--- config.mk ---
export PLATFORM = sky130hd
export DESIGN_NAME = alu_exec_unit
export DESIGN_NICKNAME = d
export VERILOG_FILES = /design/src/rtl/alu_pkg.sv /design/src/rtl/alu_op_decode.sv /design/src/rtl/alu_exec_unit.sv
export SDC_FILE = /design/constraint.sdc
export NUM_CORES = 1
export LEC_CHECK = 0
export CORE_UTILIZATION = 55
export DETAILED_ROUTE_END_ITERATION = 12
export PLACE_DENSITY = 0.77
export SYNTH_ARGS = -nofsm -noshare
export SYNTH_HDL_FRONTEND = slang
export SYNTH_SLANG_ARGS = --single-unit
export TNS_END_PERCENT = 1
--- constraint.sdc ---
create_clock -name clk -period 2.4 [get_ports clk]
set_input_delay 0.24 -clock clk [delete_from_list [all_inputs] [get_ports clk]]
set_output_delay 0.24 -clock clk [all_outputs]
set_load 0.05 [all_outputs]
--- src/rtl/alu_pkg.sv ---
// alu_pkg: shared types for the execute-stage ALU.
// ALU_MUL_EN adds the BUSY state used by the iterative multiplier.
package alu_pkg;

  typedef enum logic [3:0] {
    ALU_ADD  = 4'b0000,
    ALU_SUB  = 4'b0001,
    ALU_AND  = 4'b0010,
    ALU_OR   = 4'b0011,
    ALU_XOR  = 4'b0100,
    ALU_SLL  = 4'b0101,
    ALU_SRL  = 4'b0110,
    ALU_SRA  = 4'b0111,
    ALU_SLT  = 4'b1000,
    ALU_SLTU = 4'b1001,
    ALU_MUL  = 4'b1010,
    ALU_NOP  = 4'b1111
  } alu_ctrl_t;

  localparam logic [1:0] ALU_OP_MEM    = 2'b00;
  localparam logic [1:0] ALU_OP_BRANCH = 2'b01;
  localparam logic [1:0] ALU_OP_RTYPE  = 2'b10;
  localparam logic [1:0] ALU_OP_ITYPE  = 2'b11;

  localparam logic [6:0] F7_MULDIV = 7'b0000001;

  typedef enum logic [1:0] {
    S_IDLE = 2'd0,
`ifdef ALU_MUL_EN
    S_BUSY = 2'd1,
`endif
    S_DONE = 2'd2
  } alu_state_t;

endpackage

--- src/rtl/alu_op_decode.sv ---
// alu_op_decode: ALU_Op/func3/func7 to alu_ctrl_t.
// ALU_MUL_EN enables the MUL decode; otherwise M-ext is NOP.
module alu_op_decode
  import alu_pkg::*;
(
  input  logic [1:0] ALU_Op,
  input  logic [2:0] func3,
  input  logic [6:0] func7,
  output alu_ctrl_t  ctrl
);

  logic is_r;
  assign is_r = (ALU_Op == ALU_OP_RTYPE);

  // Decode; I-type func7 is immediate so only R-type sees M-ext.
  always_comb begin
    ctrl = ALU_NOP;
    unique case (1'b1)
      (ALU_Op == ALU_OP_MEM):    ctrl = ALU_ADD;
      (ALU_Op == ALU_OP_BRANCH): ctrl = ALU_SUB;
      (is_r && func7 == F7_MULDIV): begin
`ifdef ALU_MUL_EN
        ctrl = (func3 == 3'b000) ? ALU_MUL : ALU_NOP;
`else
        ctrl = ALU_NOP;
`endif
      end
      default: begin
        unique case (func3)
          3'b000: ctrl = (is_r && func7[5]) ? ALU_SUB : ALU_ADD;
          3'b001: ctrl = ALU_SLL;
          3'b010: ctrl = ALU_SLT;
          3'b011: ctrl = ALU_SLTU;
          3'b100: ctrl = ALU_XOR;
          3'b101: ctrl = func7[5] ? ALU_SRA : ALU_SRL;
          3'b110: ctrl = ALU_OR;
          3'b111: ctrl = ALU_AND;
        endcase
      end
    endcase
  end

endmodule

--- src/rtl/alu_exec_unit.sv ---
// alu_exec_unit: handshaked execute-stage ALU, registered result.
// ALU_MUL_EN adds a one-bit-per-cycle shift-add multiplier.
module alu_exec_unit
  import alu_pkg::*;
#(
  parameter int XLEN = 32,
  parameter int SHW  = $clog2(XLEN)
) (
  input  logic            clk,
  input  logic            rst,
  input  logic            in_valid,
  output logic            in_ready,
  input  logic [1:0]      ALU_Op,
  input  logic [2:0]      func3,
  input  logic [6:0]      func7,
  input  logic [XLEN-1:0] src_a,
  input  logic [XLEN-1:0] src_b,
  output logic            out_valid,
  input  logic            out_ready,
  output logic [XLEN-1:0] result,
  output logic            zero
);

  alu_ctrl_t       ctrl;
  alu_state_t      state_q, state_d;
  logic [XLEN-1:0] result_q, result_d;
  logic            zero_q, zero_d;
  logic [XLEN-1:0] alu_res;
  logic [SHW-1:0]  shamt;
  logic            accept;

`ifdef ALU_MUL_EN
  localparam logic [SHW-1:0] LAST = SHW'(XLEN - 1);
  logic [SHW-1:0]  step_q, step_d;
  logic [XLEN-1:0] mcand_q, mcand_d;
  logic [XLEN-1:0] mplier_q, mplier_d;
  logic [XLEN-1:0] acc_q, acc_d;
  logic [XLEN-1:0] mul_sum;
`endif

  alu_op_decode u_dec (
    .ALU_Op (ALU_Op),
    .func3  (func3),
    .func7  (func7),
    .ctrl   (ctrl)
  );

  assign shamt     = src_b[SHW-1:0];
  assign in_ready  = (state_q == S_IDLE) |
                     ((state_q == S_DONE) & out_ready);
  assign accept    = in_valid & in_ready;
  assign out_valid = (state_q == S_DONE);
  assign result    = result_q;
  assign zero      = zero_q;

  // Single-cycle operations on the live operands.
  always_comb begin
    alu_res = '0;
    unique case (ctrl)
      ALU_ADD:  alu_res = src_a + src_b;
      ALU_SUB:  alu_res = src_a - src_b;
      ALU_AND:  alu_res = src_a & src_b;
      ALU_OR:   alu_res = src_a | src_b;
      ALU_XOR:  alu_res = src_a ^ src_b;
      ALU_SLL:  alu_res = src_a << shamt;
      ALU_SRL:  alu_res = src_a >> shamt;
      ALU_SRA:  alu_res = $unsigned($signed(src_a) >>> shamt);
      ALU_SLT:  alu_res = {{(XLEN-1){1'b0}},
                           ($signed(src_a) < $signed(src_b))};
      ALU_SLTU: alu_res = {{(XLEN-1){1'b0}}, (src_a < src_b)};
      default:  alu_res = '0;
    endcase
  end

`ifdef ALU_MUL_EN
  assign mul_sum = acc_q + (mplier_q[0] ? mcand_q : '0);
`endif

  // Next state, result latch and multiplier stepping.
  always_comb begin
    state_d  = state_q;
    result_d = result_q;
    zero_d   = zero_q;
`ifdef ALU_MUL_EN
    step_d   = step_q;
    mcand_d  = mcand_q;
    mplier_d = mplier_q;
    acc_d    = acc_q;
`endif
    unique case (state_q)
      S_IDLE, S_DONE: begin
        if (state_q == S_DONE && out_ready) state_d = S_IDLE;
        if (accept) begin
`ifdef ALU_MUL_EN
          if (ctrl == ALU_MUL) begin
            state_d  = S_BUSY;
            step_d   = '0;
            acc_d    = '0;
            mcand_d  = src_a;
            mplier_d = src_b;
          end else begin
`endif
            state_d  = S_DONE;
            result_d = alu_res;
            zero_d   = (alu_res == '0);
`ifdef ALU_MUL_EN
          end
`endif
        end
      end
`ifdef ALU_MUL_EN
      S_BUSY: begin
        acc_d    = mul_sum;
        mcand_d  = mcand_q << 1;
        mplier_d = mplier_q >> 1;
        step_d   = step_q + 1'b1;
        if (step_q == LAST) begin
          state_d  = S_DONE;
          result_d = mul_sum;
          zero_d   = (mul_sum == '0);
          step_d   = '0;
        end
      end
`endif
      default: state_d = S_IDLE;
    endcase
  end

  // State registers; reset aborts any operation in flight.
  always_ff @(posedge clk or posedge rst) begin
    if (rst) begin
      state_q  <= S_IDLE;
      result_q <= '0;
      zero_q   <= 1'b1;
`ifdef ALU_MUL_EN
      step_q   <= '0;
      mcand_q  <= '0;
      mplier_q <= '0;
      acc_q    <= '0;
`endif
    end else begin
      state_q  <= state_d;
      result_q <= result_d;
      zero_q   <= zero_d;
`ifdef ALU_MUL_EN
      step_q   <= step_d;
      mcand_q  <= mcand_d;
      mplier_q <= mplier_d;
      acc_q    <= acc_d;
`endif
    end
  end

endmodule

==> flow_metrics.py, run 1 <==
metrics = {
    "synth": {
        "synth.avg_cell_area_sq_um": 7.12,
        "synth_ff_type": "dfrtp_1",
        "synth_cells": 1603,
        "synth_edf_count": 0,
        "yosys_warnings": 0,
        "ys_top_cells_by_area": "ha_1 11%, dfrtp_1 7.2%, mux4_2 6.3%",
        "synth_top_area_share": 0.107,
        "syn_nets": 1783,
        "syn-cell-area_sq_um": 11400,
        "yosysUniqueCellTypes": 91,
        "synth_top_area_cell": "ha_1",
        "yosysSeqAreaShare": 0.0746,
        "ys_ff_latch": 34,
        "async_flop_share": 1.00,
    },
    "placement": {
        "numPortBuffers": 114,
        "placed_cell_area_sq_um": 17300,
        "globalplace.congestion": 1.26,
        "detailed_place_hpwl_microns": 51200,
    },
    "global_route": {
        "grt_pass1_vias": 23100,
        "grt_usage": 0.861,
        "grt_pass1_wl_microns": 141000,
        "grt_max_degree": 51,
        "grt_overflow": 859,
    },
    "outcome": {
        "lastStage": "global routing (5_1_grt)",
        "error": "[ERROR GRT-0116] Global routing finished with congestion. Check the congestion regions in the DRC Viewer.",
        "status": "stopped before the end",
    },
    "floorplanning": {
        "rows": 52,
        "io_pins": 115,
        "initial_core_util": 0.562,
        "die_h_microns": 146,
        "die_w_microns": 146,
    },
    "clock_network": {
        "htreeDepth": 2,
        "cts_max_path_buffers": 2,
        "clock_sinks": 34,
        "cts-root-buf": "clkbuf_16",
        "cts_inserted_buffers": 5,
        "hold_buffers": 0,
    },
}
[per-layer routing]
| layer | global-route usage | GRT overflow |
|---|---|---|
| met1 | 0.815 | 7 |
| met2 | 1.09 | 548 |
| met3 | 0.616 | 11 |
| met4 | 1.03 | 293 |
| met5 | 0.218 | 0 |
[Yosys cell counts, drive strengths merged (37+ instances only)]
library cell / n
o21ai: 124
ha: 98
buf: 57
nor2: 139
inv: 100
o211ai: 42
clkbuf: 66
nand2: 178
mux2i: 69
a211oi: 37
a21oi: 103
mux2: 48
[cells by family after synthesis]
| family | Yosys count | synth area share |
|---|---|---|
| XOR/XNOR | 30 | 0.0230 |
| buffers and inverters | 227 | 0.0808 |
| AND/OR/NAND/NOR | 519 | 0.215 |
| multiplexers | 149 | 0.171 |
| AO/OA/AOI/OAI | 544 | 0.324 |
| flip-flops | 34 | 0.0746 |
| adder cells (fa/ha/maj) | 100 | 0.111 |
[repair_timing]
item                                    4_1_cts
buffers inserted                             53
resized for setup                           415
endpoints found under the setup margin       33
pin swaps                                   109
[per-stage QoR]
step                cells  setup WS, ps
detailed placement   2504         -1680
global placement     2504         -1530
floorplan            1603          -707
CTS                  2564          -574
==> run 2, diff against run 1 <==
--- a/config.mk
+++ b/config.mk
@@ -5,9 +5,9 @@
 export SDC_FILE = /design/constraint.sdc
 export NUM_CORES = 1
 export LEC_CHECK = 0
-export CORE_UTILIZATION = 55
+export CORE_UTILIZATION = 40
 export DETAILED_ROUTE_END_ITERATION = 12
-export PLACE_DENSITY = 0.77
+export PLACE_DENSITY_LB_ADDON = 0.15
 export SYNTH_ARGS = -nofsm -noshare
 export SYNTH_HDL_FRONTEND = slang
 export SYNTH_SLANG_ARGS = --single-unit
==> flow_metrics.py, run 2 <==
metrics = {
    "outcome": {
        "status": "finished with violations",
        "violations": "negative setup slack",
    },
    "sta": {
        "slew_viol_final": 0,
        "clock.fmax_mhz": 302,
        "setup_viol": 33,
        "relSlewSlack": 0.432,
        "period_needed_ps": 3320,
        "worst_slew_pin_slew_ps": 847,
        "fin_skew_ps": 2.43,
        "finalHoldViolCount": 0,
        "setup_ws_ps": -916,
        "rsz0062_at_grt": "true",
        "finalCritPeriodShare": 1.38,
    },
    "clock_network": {
        "hold_buffers": 0,
        "cts_max_path_buffers": 2,
        "cts_inserted_buffers": 5,
        "cts-root-buf": "clkbuf_16",
        "cts_tree": "yes",
        "htreeDepth": 2,
        "clkLatencyLatePin_ps": 280,
        "clock_sinks": 34,
        "clk_pin_slew_ps": 50,
    },
    "final_layout": {
        "largest_reg_flops": 32,
        "final_common_cell": "buf_4",
        "postLayoutCellArea_sq_um": 19700,
        "final_cell_mix": "639 x buf_4, 170 x nand2_1, 121 x nor2_1",
        "nets": 2488,
        "drive_above_1_share": 0.451,
        "area_delta_synth_final_pct": 72.7,
        "postLayoutCoreUtil": 0.706,
    },
    "floorplanning": {
        "rows": 61,
        "initial_core_util": 0.409,
        "die_h_microns": 171,
        "core-area_sq_um": 27900,
        "dieArea_sq_um": 29200,
        "die_w_microns": 171,
        "io_pins": 115,
    },
    "setup_path": {
        "worst-path-stages": 16,
        "crit_start": "src_a[12]",
        "slowest_stage": "a211oi_1",
        "regToRegStartpoint": "state_q[1]",
        "crit_arrival_ps": 3530,
        "crit_chain": "dlygate4sd2_1, buf_4, ha_1, buf_4, a211oi_1, o211ai_1, a221oi_4, o21ai_2, buf_4, o211ai_1, a22oi_1, xnor2_1, o21ai_1, nor4_1, nand4_1, o21ai_1",
        "worst-r2r-setup-slack_ps": 430,
        "cp_top_family": "compound AO/OA/AOI/OAI gates",
        "worst_path_most_repeated_cell": "buf_4",
        "cp-start-kind": "primary input",
        "rr_worst_depth": 9,
        "r2r-end": "zero",
        "path_class": "in2reg",
        "end_kind": "flop",
        "cp.required_ps": 2610,
        "crit_fanout": 9,
        "cpPeakStageDelay_ps": 350,
        "cp-endpoint": "zero",
        "path_buf_inv": 4,
    },
    "routing": {
        "ant_nets": 0,
        "vias_per_cell": 6.31,
        "wl_met1_microns": 26800,
        "routed.top_layer": "met4",
        "vias": 17000,
        "routedWlPerCell_microns": 26.1,
        "wirelength_microns": 70300,
        "dr.pass1.iters": 6,
        "drc": 0,
        "met3_length_microns": 7990,
        "drt_iter0_markers": 2191,
        "wl_met2_microns": 29400,
    },
    "global_route": {
        "grt_pass1_wl_microns": 103000,
        "grt_max_degree": 75,
        "grt_usage": 0.476,
        "antenna_found_initial": 0,
        "grt_overflow": 0,
        "grt_pass1_vias": 16500,
    },
    "placement": {
        "dpl_worst_slack_ps": -1850,
        "placed_cell_area_sq_um": 17600,
        "globalplace.congestion": 1.09,
        "detailed_place_hpwl_microns": 56100,
        "numPortBuffers": 114,
    },
    "power": {
        "swShare": 0.480,
        "pwr-share-comb": 0.796,
        "p_seq_frac": 0.106,
        "p_per_area_nw_per_um2": 381,
        "clockPowerShare": 0.098,
        "intPower_mw": 3.90,
        "power_switching_mw": 3.60,
        "ir_drop_v": 0.000293,
        "power.leakage_nw": 8.99,
    },
    "synth": {
        "synth_top_area_share": 0.107,
        "synth_most_common_cell": "nand2_1",
        "syn-cell-area_sq_um": 11400,
        "ys_top_cells_by_area": "ha_1 11%, dfrtp_1 7.2%, mux4_2 6.3%",
        "synth_ff_type": "dfrtp_1",
        "async_flop_share": 1.00,
        "synth.avg_cell_area_sq_um": 7.12,
        "yosysUniqueCellTypes": 91,
        "yosysSeqAreaShare": 0.0746,
        "synth_compound_area_frac": 0.324,
        "synth_cells": 1603,
        "synth_top_area_cell": "ha_1",
        "synthMuxAreaShare": 0.171,
        "yosys.area_share.adder": 0.111,
        "yosys.area_share.simple": 0.215,
        "yosys_warnings": 0,
        "syn_nets": 1783,
        "synth_top_family_by_area": "compound AO/OA/AOI/OAI gates",
        "ys_ff_latch": 34,
        "synth_edf_count": 0,
        "synthXorXnorAreaFrac": 0.0230,
        "yosys-top-cells-count": "175 x nand2_1, 138 x nor2_1, 122 x o21ai_0, 102 x a21oi_1, 99 x inv_1",
    },
    "hold_path": {
        "hp-class": "in2async",
    },
    "run": {
        "max-cap-violations": 0,
    },
}
## run 2: cell counts after synthesis
No cell type changed its count.
## run 2: metrics by stage
| step | std cells | setup TNS (ps) | hold slack [ps] | total power, mW |
|---|---|---|---|---|
| 6_report | 2688 | -15750 | 352 | 7.51 |
| 5_1_grt | 2687 | -18080 | 409 | 7.78 |
| 4_1_cts | 2680 | -13960 | 370 | 7.22 |
| 3_5_place_dp | 2621 | -40140 | 470 | 5.97 |
| 3_3_place_gp | 2621 | -39200 | 464 | 5.92 |
| 2_1_floorplan | 1603 | -9910 | 348 | 3.31 |
## run 2: layout make-up
type	count	area, sq um
Clock buffer	7	133
Timing Repair Buffer	821	6850
Fill cell	2368	8220
Clock inverter	1	30.0
Tap cell	378	473
Inverter	104	415
Multi-Input combinational cell	1342	11000
Sequential cell	34	852
Antenna cell	1	2.50
## run 2: timing repair
| action | CTS | global route |
|---|---|---|
| pin swaps | 103 | 46 |
| setup buffers | 49 | 7 |
| endpoints found under the setup margin | 33 | 33 |
| resized for setup | 350 | 75 |
| gates cloned | 3 | 0 |
## run 2: kinds of logic (layout without fill, tap and decap cells)
group	Yosys count	after routing
xor gates and xnor gates	30	30
adders and majority gates	100	100
and+or+nand+nor	519	519
DFF	34	34
buffers and inverters	227	933
AOI/OAI and AO/OA	544	544
other	0	1
muxes	149	149
## run 2: per-layer routing
layer	up-vias	global-route usage
met5	-	0
met4	0	0.330
met3	295	0.0995
met2	1241	0.725
met1	8006	0.598
li1	7426	-
## run 2: power by group through the flow
stage | clock [mW] | sequential [mW] | combinational, mW
2_1_floorplan | 0 | 1.28 | 2.03
3_3_place_gp | 0 | 0.789 | 5.13
3_5_place_dp | 0 | 0.803 | 5.17
4_1_cts | 0.746 | 0.794 | 5.68
5_1_grt | 0.769 | 0.809 | 6.20
6_report | 0.735 | 0.795 | 5.98
## run 2: worst min path at each step
| stage | to | slack [ps] |
|---|---|---|
| global placement | result[29] | 460 |
| finish | result[29] | 350 |
| detailed placement | result[19] | 470 |
| global route | result[29] | 410 |
| CTS | result[30] | 370 |
| floorplan | state_q[1] | 350 |
## run 2: tightest hold or removal path, cell delays in order
cell and delay, ps:
clkdlybuf4s50_1 390, inv_1 50, buf_4 380
Note: power is estimated with default switching activity, not from simulation.
==> run 3, diff against run 2 <==
--- a/config.mk
+++ b/config.mk
@@ -8,6 +8,7 @@
 export CORE_UTILIZATION = 40
 export DETAILED_ROUTE_END_ITERATION = 12
 export PLACE_DENSITY_LB_ADDON = 0.15
+export SLEW_MARGIN = 20
 export SYNTH_ARGS = -nofsm -noshare
 export SYNTH_HDL_FRONTEND = slang
 export SYNTH_SLANG_ARGS = --single-unit
==> results of run 3 <==
Same layout as run 2: the final DEF is identical, and so are final timing and power.
